`src/rtl/viterbi_err_injector.sv`:
```
// Channel error injector between the convolutional encoder and the Viterbi decoder.
// Forwards symbols with one cycle of latency and corrupts selected ones inside a bounded run window.
module viterbi_err_injector #(
    parameter int SYM_W  = 2,
    parameter int N      = 4,
    parameter int BL_W   = 4,
    parameter int WINDOW = 256,
    parameter int CNT_W  = 16
) (
    input  logic             clk,
    input  logic             rst,
    input  logic             start_i,
    input  logic [1:0]       mode_i,
    input  logic [SYM_W-1:0] err_mask_i,
    input  logic [BL_W-1:0]  burst_len_i,
    input  logic [15:0]      thresh_i,
    input  logic [15:0]      seed_i,
    input  logic             valid_i,
    input  logic [SYM_W-1:0] sym_i,
    output logic             valid_o,
    output logic [SYM_W-1:0] sym_o,
    output logic             err_o,
    output logic [CNT_W-1:0] sym_ct_o,
    output logic [CNT_W-1:0] inj_ct_o,
    output logic [CNT_W-1:0] bit_ct_o,
    output logic             busy_o,
    output logic             done_o
);

    typedef enum logic [1:0] {
        S_IDLE = 2'd0,
        S_RUN  = 2'd1,
        S_DONE = 2'd2
    } state_t;

    localparam int PW = ((BL_W > N) ? BL_W : N) + 1;
    localparam logic [PW-1:0] PERIOD = PW'(2 ** N);
    localparam logic [CNT_W-1:0] LAST_K = CNT_W'(WINDOW - 1);

    state_t             state_q;
    logic [1:0]         mode_q;
    logic [SYM_W-1:0]   mask_q;
    logic [BL_W-1:0]    bl_q;
    logic [15:0]        thresh_q;
    logic [15:0]        lfsr_q;
    logic               valid_q;
    logic [SYM_W-1:0]   sym_q;
    logic               err_q;
    logic [CNT_W-1:0]   sym_ct_q;
    logic [CNT_W-1:0]   inj_ct_q;
    logic [CNT_W-1:0]   bit_ct_q;
    logic               busy_q;
    logic               done_q;

    logic [N-1:0]       k_low;
    logic [PW-1:0]      l_ext;
    logic [PW-1:0]      l_eff;
    logic               burst_hit;
    logic               inject;
    logic               lfsr_fb;
    logic [15:0]        lfsr_d;
    logic [CNT_W-1:0]   mask_pop;
    logic [CNT_W:0]     bit_sum;
    logic [CNT_W-1:0]   bit_ct_d;

    function automatic logic [CNT_W-1:0] sat_inc(input logic [CNT_W-1:0] v);
        return (&v) ? v : v + CNT_W'(1);
    endfunction

    assign k_low = sym_ct_q[N-1:0];
    assign l_ext = PW'(bl_q);

    // Burst length: zero acts as one, anything beyond the period covers the whole period.
    always_comb begin
        l_eff = l_ext;
        if (l_ext == '0) begin
            l_eff = PW'(1);
        end else if (l_ext > PERIOD) begin
            l_eff = PERIOD;
        end
    end

    assign burst_hit = (PW'(k_low) >= (PERIOD - l_eff));

    always_comb begin
        inject = 1'b0;
        case (mode_q)
            2'd1:    inject = &k_low;
            2'd2:    inject = burst_hit;
            2'd3:    inject = (lfsr_q < thresh_q);
            default: inject = 1'b0;
        endcase
    end

    assign lfsr_fb = lfsr_q[15] ^ lfsr_q[13] ^ lfsr_q[12] ^ lfsr_q[10];
    assign lfsr_d  = {lfsr_q[14:0], lfsr_fb};

    always_comb begin
        mask_pop = '0;
        for (int i = 0; i < SYM_W; i++) begin
            mask_pop = mask_pop + CNT_W'(mask_q[i]);
        end
    end

    assign bit_sum  = {1'b0, bit_ct_q} + {1'b0, mask_pop};
    assign bit_ct_d = bit_sum[CNT_W] ? {CNT_W{1'b1}} : bit_sum[CNT_W-1:0];

    always_ff @(posedge clk or posedge rst) begin
        if (rst) begin
            state_q  <= S_IDLE;
            mode_q   <= '0;
            mask_q   <= '0;
            bl_q     <= '0;
            thresh_q <= '0;
            lfsr_q   <= 16'h0001;
            valid_q  <= 1'b0;
            sym_q    <= '0;
            err_q    <= 1'b0;
            sym_ct_q <= '0;
            inj_ct_q <= '0;
            bit_ct_q <= '0;
            busy_q   <= 1'b0;
            done_q   <= 1'b0;
        end else if (start_i) begin
            // Start wins over a coincident symbol: it passes clean and is not counted.
            mode_q   <= mode_i;
            mask_q   <= err_mask_i;
            bl_q     <= burst_len_i;
            thresh_q <= thresh_i;
            lfsr_q   <= (seed_i == 16'h0000) ? 16'h0001 : seed_i;
            sym_ct_q <= '0;
            inj_ct_q <= '0;
            bit_ct_q <= '0;
            state_q  <= S_RUN;
            busy_q   <= 1'b1;
            done_q   <= 1'b0;
            valid_q  <= valid_i;
            err_q    <= 1'b0;
            if (valid_i) begin
                sym_q <= sym_i;
            end
        end else begin
            valid_q <= valid_i;
            err_q   <= 1'b0;
            if (valid_i) begin
                sym_q <= sym_i;
            end
            if (state_q == S_RUN && valid_i) begin
                lfsr_q   <= lfsr_d;
                sym_ct_q <= sat_inc(sym_ct_q);
                if (inject) begin
                    sym_q    <= sym_i ^ mask_q;
                    err_q    <= 1'b1;
                    inj_ct_q <= sat_inc(inj_ct_q);
                    bit_ct_q <= bit_ct_d;
                end
                if (sym_ct_q == LAST_K) begin
                    state_q <= S_DONE;
                    busy_q  <= 1'b0;
                    done_q  <= 1'b1;
                end
            end
        end
    end

    assign valid_o  = valid_q;
    assign sym_o    = sym_q;
    assign err_o    = err_q;
    assign sym_ct_o = sym_ct_q;
    assign inj_ct_o = inj_ct_q;
    assign bit_ct_o = bit_ct_q;
    assign busy_o   = busy_q;
    assign done_o   = done_q;

endmodule

```
`config.mk`:
```
export PLATFORM = sky130hd
export DESIGN_NAME = viterbi_err_injector
export DESIGN_NICKNAME = d
export VERILOG_FILES = /design/src/rtl/viterbi_err_injector.sv
export SDC_FILE = /design/constraint.sdc
export NUM_CORES = 1
export LEC_CHECK = 0
export BUFFER_PORTS_ARGS = -buffer_cell sky130_fd_sc_hd__buf_4
export CAP_MARGIN = 10
export CORE_ASPECT_RATIO = 1.1
export CORE_MARGIN = 5
export CORE_UTILIZATION = 45
export CTS_CLUSTER_DIAMETER = 50
export DETAILED_ROUTE_END_ITERATION = 10
export GPL_ROUTABILITY_DRIVEN = 1
export PLACE_DENSITY = 0.67
export RECOVER_POWER = 100
export SKIP_LAST_GASP = 1
export SLEW_MARGIN = 15
export SYNTH_ARGS = -nofsm -noshare
export SYNTH_HDL_FRONTEND = slang
export SYNTH_SLANG_ARGS = --single-unit
```
`constraint.sdc`:
```
create_clock -name clk -period 3.3 [get_ports clk]
set_input_delay 0.33 -clock clk [delete_from_list [all_inputs] [get_ports clk]]
set_output_delay 0.33 -clock clk [all_outputs]
set_load 0.01 [all_outputs]
```
---- Word-level counts from Yosys, hierarchy flattened ----
Index checks and enable logic that the tools add are counted.
W data, S select, Z words.
word-level totals
  register bits ........................... 96
  input port bits ......................... 46
  output and inout port bits .............. 54
  word-level logic and storage cells ...... 79
cells by class
  add/subtract/negate cells ............... 5
  magnitude comparators ................... 3
  equal/unequal tests ..................... 7
  mux-type cells .......................... 33
  bitwise logic cells ..................... 4
  reduce and logical (&&, ||, !) cells .... 13
operator list
  cell                     number
  $mux W16                 14
  $add A16 B1 Y16 const B  2
  $reduce_and A16 Y1       2
  $add A16 B2 Y17          1
  $eq A16 B8 Y1 const B    1
  $logic_not A16 Y1        1
  $lt A16 B16 Y1           1
  $mux W2                  7
  $mux W5                  2
  $mux W1                  9
  $reduce_and A2 Y1        3
  $reduce_bool A2 Y1       3
  $ge A4 B5 Y1             1
  $gt A4 B5 Y1 const B     1
  $logic_not A5 Y1         1
  $sub A5 B5 Y5 const A    1
  $eq A2 B1 Y1 const B     2
  $eq A2 B2 Y1 const B     2
  $ne A2 B2 Y1 const B     2
  $reduce_and A4 Y1        1
  $pmux W1 S3              1
  $reduce_and A3 Y1        1
  $xor A1 B1 Y1            3
  $add A1 B1 Y2            1
  2 further kinds          2

---- Depth between registers and ports, before layout ----
Gate-level depths: netlist (run 1).
  word-level depth ........................ 9
  depth in mapped cells ................... 13
  gate-level depth less buffers ........... 12

---- Worst setup path after synthesis (run 1) ----
Ideal clock, no wire load.
  kind .................................... flip-flop to flip-flop
  start point ............................. register bl_q[3]
  end point ............................... register inj_ct_q[10] (netlist: inj_ct_o[10])
  setup time .............................. 140 ps
  data arrival time ....................... 2626 ps
  setup slack ............................. 534 ps
  cell stages (with the launch flop) ...... 14
  path through ............................ dfrtp_1 nor3_1 or2_2 inv_1 ha_1 xor2_1 ha_1 o211ai_1 o21a_1 o22ai_2 nand4_1 clkbuf_1 o311ai_0 o41ai_1
between the ends
  word-level cells in the longest chain between the ends .. 8
  elaborated cells between the ends (all ways) .. 9
  those cells by class .................... add/sub (1); order compare (2); mux (3); reduce/logical (3)
RTL lines
  item                                     line  RTL
  from (decl)                              43    logic [BL_W-1:0] bl_q;
  from (signal assigned)                   128   bl_q <= burst_len_i;
  $gt A4 B5 Y1                             78    end else if (l_ext > PERIOD) begin
  $mux W5                                  78
  $mux W5 (*)                              76    if (l_ext == '0) begin
  $sub A5 B5 Y5 (*)                        83    assign burst_hit = (PW'(k_low) >= (PERIOD - l_eff));
  $ge A4 B5 Y1 (*)                         83
  $pmux W1 S3 (*)                          87    case (mode_q)
  $reduce_bool A2 Y1 (no source line) (*)  n/a
  $reduce_and A3 Y1 (no source line) (*)   n/a
  to (signal assigned)                     154   inj_ct_q <= sat_inc(inj_ct_q);
  to (decl)                                50    logic [CNT_W-1:0] inj_ct_q;
Mark *: on every way between the ends. The rest lies on a longest branch, timed or not.
A chain may end at the register's enable or synchronous reset.

---- Worst setup path in the final report (run 1) ----
  start point ............................. register bl_q[2]
  end point ............................... register inj_ct_q[10] (netlist: inj_ct_o[10])
The elaborated chain is that of the path after synthesis.

==> qor.log, run 1 <==
[power] maximum vdd ir drop 0.252 mV
[synth] Synth Area per Inst 9.61 µm²
[sta] setup clock skew after layout 8.97 ps
[clock_network] Post-CTS Setup Repair Bufs 0
[sta] part of the cycle the worst path needs 92.7%
[sta] unrepaired setup endpoints after global routing false
[synth] number of unique standard cell types used by synthesis 56
[place] last weighted congestion value of the routability-driven placer 0.910
[worst_hold_path] capture endpoint of the worst hold path thresh_q[5]
[worst_hold_path] path category of the worst min-delay check in2reg
[worst_hold_path] hold depth 3
[setup_path] crit start category flip-flop
[clock_network] quantity of hold-fixing buffers added after cts 0
[clock_network] buffer levels on the longest clock path 2
[setup_path] kind of end point of the critical path flip-flop
[floorplan] floorplan die area 0.0139 mm²
[drt] violation count after the first detailed-routing iteration 350
[layout] Nets 705
[global_routing] number of antenna violations at the first check in global routing 0
[setup_path] cell-by-cell trace of the critical path nor3_1 > or2_2 > inv_1 > ha_1 > xor2_1 > ha_1 > o211ai_1 > o21a_1 > o22ai_2 > nand4_1 > clkbuf_1 > o311ai_0 > o41ai_1
[synth] net count after synthesis 614
[outcome] violated checks max-capacitance violations, max-slew violations
[clock_network] clock-pin slew reported for the worst setup and hold paths after clock tree synthesis 60 ps
[sta] Post-Route Hold Slack 202 ps
[place] Worst Setup Slack post-DPL 325 ps
[sta] post-layout worst setup margin 242 ps
[clock_network] buffer cell driving the clock tree root clkbuf_16
[floorplan] num rows 41
[drt] count of nets left with antenna violations after detail routing 0
[synth] Mapped Cells 544
[layout] Post-Route Utilization 54.0%
[sta] final critical-path required period 3060 ps
[global_routing] via count of the first global-routing pass 4359
[sta] setup TNS after final layout 0 ps
[setup_path] logic depth of the worst register-to-register path 13
[layout] footprint of the multi-input gates 0.00261 mm²
[global_routing] overall routing resource usage 19.2%
[setup_path] startpoint of the worst-slack reg-to-reg timing path bl_q[2]
[layout] layout filler cell count 1064
[setup_path] arrival time of the worst setup path 3250 ps
[sta] Final Hold Viols 0
[synth] register area share after synthesis 45.0%
[setup_path] reg2reg setup slack 240 ps
[sta] Max-Slew Margin vs Limit -19.9%
[setup_path] r2r endpoint inj_ct_o[10]
[setup_path] critical path data required time 3490 ps
[layout] n_diodes 0
[outcome] status finished, violations left
[clock_network] clock latency on the worst-skew pair 330 ps
[synth] flip-flop and latch count after synthesis 94
[place] total of buffers placed on input and output ports 99
[power] power per unit of standard cell area 448 mW/mm²
[setup_path] Worst Path Class, Setup reg2reg
[synth] Top FF cell, synth dfrtp_1
[drt] Pre-Repair DR Iteration Count 4
[sta] Final setup viols 0
[sta] transition time at the pin with the least slew margin 1800 ps
[global_routing] first-pass GRT wire length 21900 µm
[global_routing] global route total overflow 0
[flow_run] max-capacitance violation count 2
[drt] routed vias 4467
[floorplan] Die Span Y 123 µm
[drt] per-cell routed wire length 16.5 µm
[floorplan] Chip Width 113 µm
[synth] EDFF count, synth 0
[setup_path] largest incremental delay on the critical path 420 ps
[drt] total wirelength of the detailed-routed design 13000 µm
[worst_hold_path] startpoint of the lowest-slack hold path thresh_i[5]
[layout] Synth-to-Final Area Change 18.1%
[synth] cell area after synthesis 0.00523 mm²
[sta] maximum operating frequency 327 MHz
[drt] DRC violation count after routing 0
[global_routing] largest net degree at the start of global routing 57
[synth] async set or reset register ratio after synthesis 100%
[place] detailed placer's ending HPWL 9380 µm
[clock_network] cells resized by post-CTS repair 0
[power] Static Leakage 2.67 nW
[clock_network] number of H-tree levels 3
[clock_network] clock tree from TritonCTS done
[sta] number of slew-limit violations in the final report 87
[floorplan] area of the core 0.0114 mm²
[layout] FF/Latch Area 0.00235 mm²
[clock_network] clock buffer count from CTS 9
[synth] number of warnings printed during yosys synthesis 0
[floorplan] Top-Level Pins 100
[clock_network] CTS sink cnt 94
[setup_path] Slowest-stage cell, CP dfrtp_1
[setup_path] largest driver fanout on the critical path 8
[floorplan] starting density of the core 45.7%
[setup_path] most prevalent standard cell on the critical path ha_1
[drt] via count normalized by instance count 5.65
[layout] layout cell share with drive strength beyond 1 13.4%
## cells by family (layout without fill, tap and decap cells)
kind of cell	after synthesis	in the layout	share of synthesized area, %
compound gates	129	129	16.8
fa+ha+maj	24	24	5.89
buf+inv	61	157	4.91
simple gates	190	190	18.8
xor+xnor	20	20	3.35
flops	94	94	45.0
mux	26	26	5.19
## worst max path at each step
stage | startpoint | to | slack, ps | cells past startpoint
5_1_grt | bl_q[3] | inj_ct_o[14] | 60 | 13
6_report | bl_q[2] | inj_ct_o[10] | 240 | 13
2_1_floorplan | rst | bit_ct_o[0] | 520 | 1
3_3_place_gp | bl_q[3] | inj_ct_o[15] | 400 | 12
4_1_cts | bl_q[3] | bit_ct_o[1] | 310 | 12
3_5_place_dp | bl_q[3] | inj_ct_o[10] | 330 | 13
## sequential cells by signal, indices dropped and copies added, names as in the netlist
| register | cells |
|---|---|
| bit_ct_o | 16 |
| inj_ct_o | 16 |
| lfsr_q | 16 |
| sym_ct_o | 16 |
| thresh_q | 16 |
| bl_q | 4 |
| mask_q | 2 |
| mode_q | 2 |
| state_q | 2 |
| sym_o | 2 |
| err_o | 1 |
| valid_o | 1 |
## critical path, delay by kind of cell (launching register included)
| family | cells | cell delay (ps) |
|---|---|---|
| compound gates | 5 | 950 |
| xor+xnor | 1 | 150 |
| fa+ha+maj | 2 | 460 |
| buf+inv | 2 | 300 |
| flops | 1 | 420 |
| simple gates | 3 | 630 |
## where the power goes
| part | internal, mW | leakage [nW] | switching [mW] |
|---|---|---|---|
| Sequential | 1.21 | 1.22 | 0.0505 |
| Combinational | 0.171 | 1.29 | 0.230 |
| Clock | 0.683 | 0.157 | 0.419 |
| Total | 2.07 | 2.67 | 0.699 |
## final cells by class
class / instances / share of cell area [%]
Clock buffer: 12 / 3.99
Clock inverter: 4 / 1.13
Tap cell: 150 / 3.04
Timing Repair Buffer: 107 / 9.34
Inverter: 34 / 2.09
Sequential cell: 94 / 38.1
Multi-Input combinational cell: 389 / 42.3
## placed cells by master (no fill, tap or decap), types with 13 or more instances in the layout
cell and n:
dfrtp_1 93, nand2_1 61, clkbuf_1 61, buf_4 45, o21ai_0 42, nor2_1 35, inv_1 33, ha_1 23
a21oi_1 20, mux2i_1 17, and3_1 15, nand3_1 15, nor3_1 13
## routing by layer
| metal | wire [µm] | share of wire (%) | global-route usage, % |
|---|---|---|---|
| met4 | 205 | 1.6 | 6.39 |
| met2 | 6120 | 47 | 30.4 |
| met5 | 0 | 0 | 0 |
| met3 | 702 | 5.4 | 2.94 |
| met1 | 6020 | 46 | 27.3 |
## per-stage QoR
| step | power (mW) | instance area [µm²] | instances |
|---|---|---|---|
| global route | 2.91 | 6170 | 790 |
| detailed placement | 1.70 | 6100 | 774 |
| global placement | 1.69 | 6100 | 774 |
| CTS | 2.81 | 6420 | 790 |
| finish | 2.77 | 6170 | 790 |
| floorplan | 1.55 | 5230 | 544 |
## synthesized netlist by cell type, types with 3 or more instances
library cell / instances / area [µm²]
o21ai_0: 42 / 210
mux2i_1: 17 / 170
buf_2: 4 / 20.0
xor2_1: 12 / 105
a21oi_1: 20 / 100
inv_1: 34 / 128
nor3b_1: 4 / 30.0
nor2b_1: 4 / 25.0
nand4_1: 12 / 75.1
nor4_1: 7 / 43.8
and3_1: 15 / 93.8
nor3_1: 13 / 65.1
o41ai_1: 8 / 70.1
a41oi_1: 7 / 61.3
xnor2_1: 8 / 70.1
clkbuf_1: 15 / 56.3
or2_2: 5 / 31.3
a31oi_1: 12 / 75.1
nand3_1: 15 / 75.1
buf_1: 4 / 15.0
mux2_2: 9 / 101
o211ai_1: 4 / 30.0
o21a_1: 3 / 22.5
ha_1: 23 / 288
a211oi_1: 9 / 67.6
nor2_1: 35 / 131
a311oi_1: 10 / 87.6
nand2_1: 61 / 229
dfrtp_1: 93 / 2330
nand4b_1: 4 / 35.0
No activity file was read; power rests on OpenSTA's default activity.
==> run 2: changes to the inputs <==
PLACE_DENSITY = not set   (was 0.67)
PLACE_DENSITY_LB_ADDON = 0.1   (was not set)
==> qor.log, run 2 (synthesis gave the netlist of run 1 again) <==
[outcome] status finished, violations left
[outcome] violated checks max-capacitance violations, max-slew violations
[clock_network] clock latency on the worst-skew pair 350 ps
[setup_path] critical path data required time 3450 ps
[clock_network] buffer levels on the longest clock path 2
[drt] routed vias 4506
[sta] Final setup viols 0
[floorplan] area of the core 0.0114 mm²
[clock_network] buffer cell driving the clock tree root clkbuf_16
[floorplan] floorplan die area 0.0139 mm²
[drt] total wirelength of the detailed-routed design 13400 µm
[sta] number of slew-limit violations in the final report 94
[setup_path] Worst Path Class, Setup reg2reg
[clock_network] clock tree from TritonCTS done
[place] total of buffers placed on input and output ports 99
[sta] Final Hold Viols 0
[floorplan] starting density of the core 45.7%
[layout] Synth-to-Final Area Change 17.3%
[power] power per unit of standard cell area 436 mW/mm²
[global_routing] met2 track demand over resource in global routing 31.6%
[global_routing] largest net degree at the start of global routing 52
[place] Worst Setup Slack post-DPL 364 ps
[sta] setup TNS after final layout 0 ps
[sta] Max-Slew Margin vs Limit -44.2%
[global_routing] global route total overflow 0
[layout] most frequent cells in the layout dfrtp_1 (93), clkbuf_1 (62), nand2_1 (61)
[clock_network] clock-pin slew reported for the worst setup and hold paths after clock tree synthesis 60 ps
[clock_network] number of H-tree levels 3
[floorplan] num rows 41
[sta] final critical-path required period 2980 ps
[worst_hold_path] path category of the worst min-delay check in2reg
[clock_network] cells resized by post-CTS repair 0
[sta] unrepaired setup endpoints after global routing false
[sta] maximum operating frequency 335 MHz
[sta] setup clock skew after layout 4.21 ps
[global_routing] via count of the first global-routing pass 4323
[global_routing] number of antenna violations at the first check in global routing 0
[power] maximum vdd ir drop 0.267 mV
[drt] via count normalized by instance count 5.70
[drt] count of nets left with antenna violations after detail routing 0
[setup_path] kind of end point of the critical path flip-flop
[layout] n_diodes 0
[place] last weighted congestion value of the routability-driven placer 0.892
[layout] layout filler cell count 1103
[clock_network] quantity of hold-fixing buffers added after cts 0
[layout] Nets 705
[layout] FF/Latch Area 0.00235 mm²
[drt] per-cell routed wire length 16.9 µm
[floorplan] Die Span Y 123 µm
[setup_path] largest driver fanout on the critical path 27
[clock_network] clock buffer count from CTS 9
[global_routing] overall routing resource usage 19.8%
[drt] DRC violation count after routing 0
[flow_run] max-capacitance violation count 2
[global_routing] global routing's busiest layer met2
[floorplan] Chip Width 113 µm
[setup_path] arrival time of the worst setup path 3130 ps
[layout] footprint of the multi-input gates 0.00260 mm²
[sta] transition time at the pin with the least slew margin 2150 ps
[clock_network] CTS sink cnt 94
[sta] post-layout worst setup margin 318 ps
[global_routing] first-pass GRT wire length 21900 µm
[global_routing] GRT met3 Usage 3.43%
[floorplan] Top-Level Pins 100
[drt] violation count after the first detailed-routing iteration 237
[layout] commonest non-fill, non-tap cell in the layout dfrtp_1
[power] Static Leakage 2.65 nW
[global_routing] met1 routing resource usage after global routing 27.0%
[place] detailed placer's ending HPWL 9680 µm
[clock_network] Post-CTS Setup Repair Bufs 0
[setup_path] crit start category flip-flop
[sta] part of the cycle the worst path needs 90.4%
[layout] layout cell share with drive strength beyond 1 12.8%
[drt] Pre-Repair DR Iteration Count 7
## run 2: layer usage
metal | vias to the layer above | routed length (µm)
li1 | 2162 | -
met1 | 2206 | 6240
met2 | 123 | 6340
met3 | 15 | 588
met4 | 0 | 215
met5 | - | 0
## run 2: worst max-delay path: stages, from the launching register on
cell	delay (ps)
dfrtp_1	410
nor3_1	180
or2_2	140
inv_1	40
ha_1	190
xor2_1	150
ha_1	280
o211ai_1	80
o21a_1	190
o22ai_2	150
buf_4	320
and2_1	490
a311oi_1	160
## run 2: area by class of cell
cell class / instances / area share, %
clock buffer: 16 / 4.59
inverter: 34 / 2.10
multi-input combinational: 389 / 42.3
sequential: 94 / 38.4
tap: 150 / 3.06
timing repair buffer: 107 / 9.51
## run 2: final timing paths
| kind | to | start | depth (start not counted) | slack, ps |
|---|---|---|---|---|
| setup reg to reg | bit_ct_o[5] | bl_q[3] | 12 | 320 |
| max in group asynchronous | inj_ct_o[9] | rst | 3 | 790 |
| hold reg to reg | thresh_q[1] | thresh_q[1] | 2 | 530 |
| min in group asynchronous | thresh_q[9] | rst | 2 | 550 |
| setup / recovery | bit_ct_o[5] | bl_q[3] | 12 | 320 |
| hold / removal | thresh_q[7] | thresh_i[7] | 3 | 190 |
## run 2: per-stage QoR
step	cells	hold WS [ps]	util (%)	instance area [µm²]	total power, mW
5_1_grt	790	193	53.6	6130	2.80
3_3_place_gp	774	504	53.4	6100	1.69
3_5_place_dp	774	503	53.4	6100	1.70
6_report	790	186	53.6	6130	2.67
4_1_cts	790	137	55.8	6390	2.72
2_1_floorplan	544	361	-	5230	1.55
## run 2: power by group
| part | switching [mW] | total (mW) | leakage (nW) | internal (mW) |
|---|---|---|---|---|
| combinational | 0.229 | 0.399 | 1.30 | 0.170 |
| clock | 0.434 | 1.01 | 0.137 | 0.575 |
| sequential | 0.0503 | 1.26 | 1.22 | 1.21 |
==> run 3: changes to the inputs <==
clock period = 2.85 ns   (was 3.3 ns; I/O delays follow)
==> qor.log, run 3 (synthesis gave the netlist of run 1 again) <==
[outcome] status finished, violations left
[outcome] violated checks max-capacitance violations, max-slew violations
[place] detailed placer's ending HPWL 9630 µm
[layout] Synth-to-Final Area Change 22.9%
[drt] violation count after the first detailed-routing iteration 255
[setup_path] Worst Path Class, Setup reg2reg
[place] last weighted congestion value of the routability-driven placer 0.881
[floorplan] floorplan die area 0.0139 mm²
[sta] final critical-path required period 2760 ps
[drt] Pre-Repair DR Iteration Count 4
[clock_network] buffer cell driving the clock tree root clkbuf_16
[clock_network] clock latency on the worst-skew pair 350 ps
[sta] number of slew-limit violations in the final report 140
[sta] part of the cycle the worst path needs 96.9%
[power] maximum vdd ir drop 0.293 mV
[clock_network] number of H-tree levels 3
[floorplan] Chip Width 113 µm
[layout] Layout Cell Area excl Fill 0.00643 mm²
[sta] unrepaired setup endpoints after global routing true
[sta] maximum operating frequency 362 MHz
[drt] count of nets left with antenna violations after detail routing 0
[power] overall power after layout 3.26 mW
[clock_network] clock-pin slew reported for the worst setup and hold paths after clock tree synthesis 60 ps
[clock_network] quantity of hold-fixing buffers added after cts 0
[drt] total wirelength of the detailed-routed design 13500 µm
[drt] via count normalized by instance count 5.59
[setup_path] largest driver fanout on the critical path 4
[setup_path] critical path data required time 3120 ps
[layout] layout cell share with drive strength beyond 1 18.7%
[floorplan] num rows 41
[drt] DRC violation count after routing 0
[power] power per unit of standard cell area 507 mW/mm²
[floorplan] Top-Level Pins 100
[global_routing] overall routing resource usage 20.0%
[sta] transition time at the pin with the least slew margin 1780 ps
[sta] Max-Slew Margin vs Limit -19.4%
[clock_network] CTS sink cnt 94
[clock_network] buffer levels on the longest clock path 2
[layout] most frequent cells in the layout dfrtp_1 (93), buf_4 (63), nand2_1 (61)
[floorplan] area of the core 0.0114 mm²
[sta] Final Hold Viols 0
[global_routing] global route total overflow 0
[sta] Final setup viols 0
[clock_network] clock buffer count from CTS 9
[setup_path] arrival time of the worst setup path 3030 ps
[clock_network] clock tree from TritonCTS done
[setup_path] crit start category flip-flop
[place] total of buffers placed on input and output ports 99
[place] placed standard-cell area 0.00618 mm²
[layout] commonest non-fill, non-tap cell in the layout dfrtp_1
[setup_path] kind of end point of the critical path flip-flop
[sta] setup clock skew after layout 7.63 ps
[global_routing] largest net degree at the start of global routing 100
[floorplan] starting density of the core 45.7%
[drt] routed vias 4483
[power] Static Leakage 2.80 nW
[layout] Post-Route Utilization 56.2%
[layout] Nets 717
[flow_run] max-capacitance violation count 2
[sta] Post-Route Hold Slack 99.9 ps
[floorplan] Die Span Y 123 µm
[global_routing] number of antenna violations at the first check in global routing 0
[global_routing] via count of the first global-routing pass 4553
[global_routing] first-pass GRT wire length 22400 µm
[drt] per-cell routed wire length 16.8 µm
[layout] n_diodes 0
[worst_hold_path] path category of the worst min-delay check in2reg
-- run 3: per-stage QoR --
stage          cells  setup TNS [ps]  worst slack (ps)
3_3_place_gp     782               0              71.7
5_1_grt          802            -315             -52.4
6_report         802               0              87.0
2_1_floorplan    544               0              84.0
3_5_place_dp     782           -8.83             -8.83
4_1_cts          798           -21.5             -21.5
-- run 3: critical path: stages, from the launching register on --
cell and delay, ps:
dfrtp_1 390, nor3_2 180, or2_4 150, inv_2 40, ha_4 150, xor2_1 140
ha_1 270, o211ai_1 90, o21a_1 220, o21ai_1 140, nor4b_4 280, or4b_1 470
a21oi_1 180
-- run 3: layout make-up --
type,count,area [µm²]
clock inverter,3,40.0
timing repair buffer,119,732
sequential,94,2350
multi-input combinational,389,2700
tap,150,188
inverter,34,129
fill,1076,5010
clock buffer,13,280
-- run 3: path summary, 6_finish.rpt --
kind | startpoint | end | slack [ps] | cells past startpoint
max | bl_q[3] | inj_ct_o[13] | 90 | 12
min | valid_i | valid_o | 100 | 1
max reg2reg | bl_q[3] | inj_ct_o[13] | 90 | 12
min reg2reg | thresh_q[10] | thresh_q[10] | 540 | 2
max in group asynchronous | rst | thresh_q[0] | 730 | 3
min in group asynchronous | rst | thresh_q[9] | 380 | 2
-- run 3: per-layer routing --
layer | track usage [%] | vias to the layer above | wire length [µm]
met2 | 31.8 | 102 | 6450
li1 | - | 2181 | -
met1 | 27.6 | 2188 | 6270
met4 | 8.11 | 0 | 216
met3 | 3.08 | 12 | 576
met5 | 0 | - | 0
-- run 3: report_power, final --
group          switching, mW  internal (mW)
clock                  0.519          0.773
sequential            0.0567           1.41
combinational          0.280          0.223
total                  0.855           2.40
-- run 3: what timing repair did --
item                                    CTS  global route
gates resized for setup                   0            22
pin swaps                                 0             5
endpoints found under the setup margin    1            32
buffers inserted                          0             4
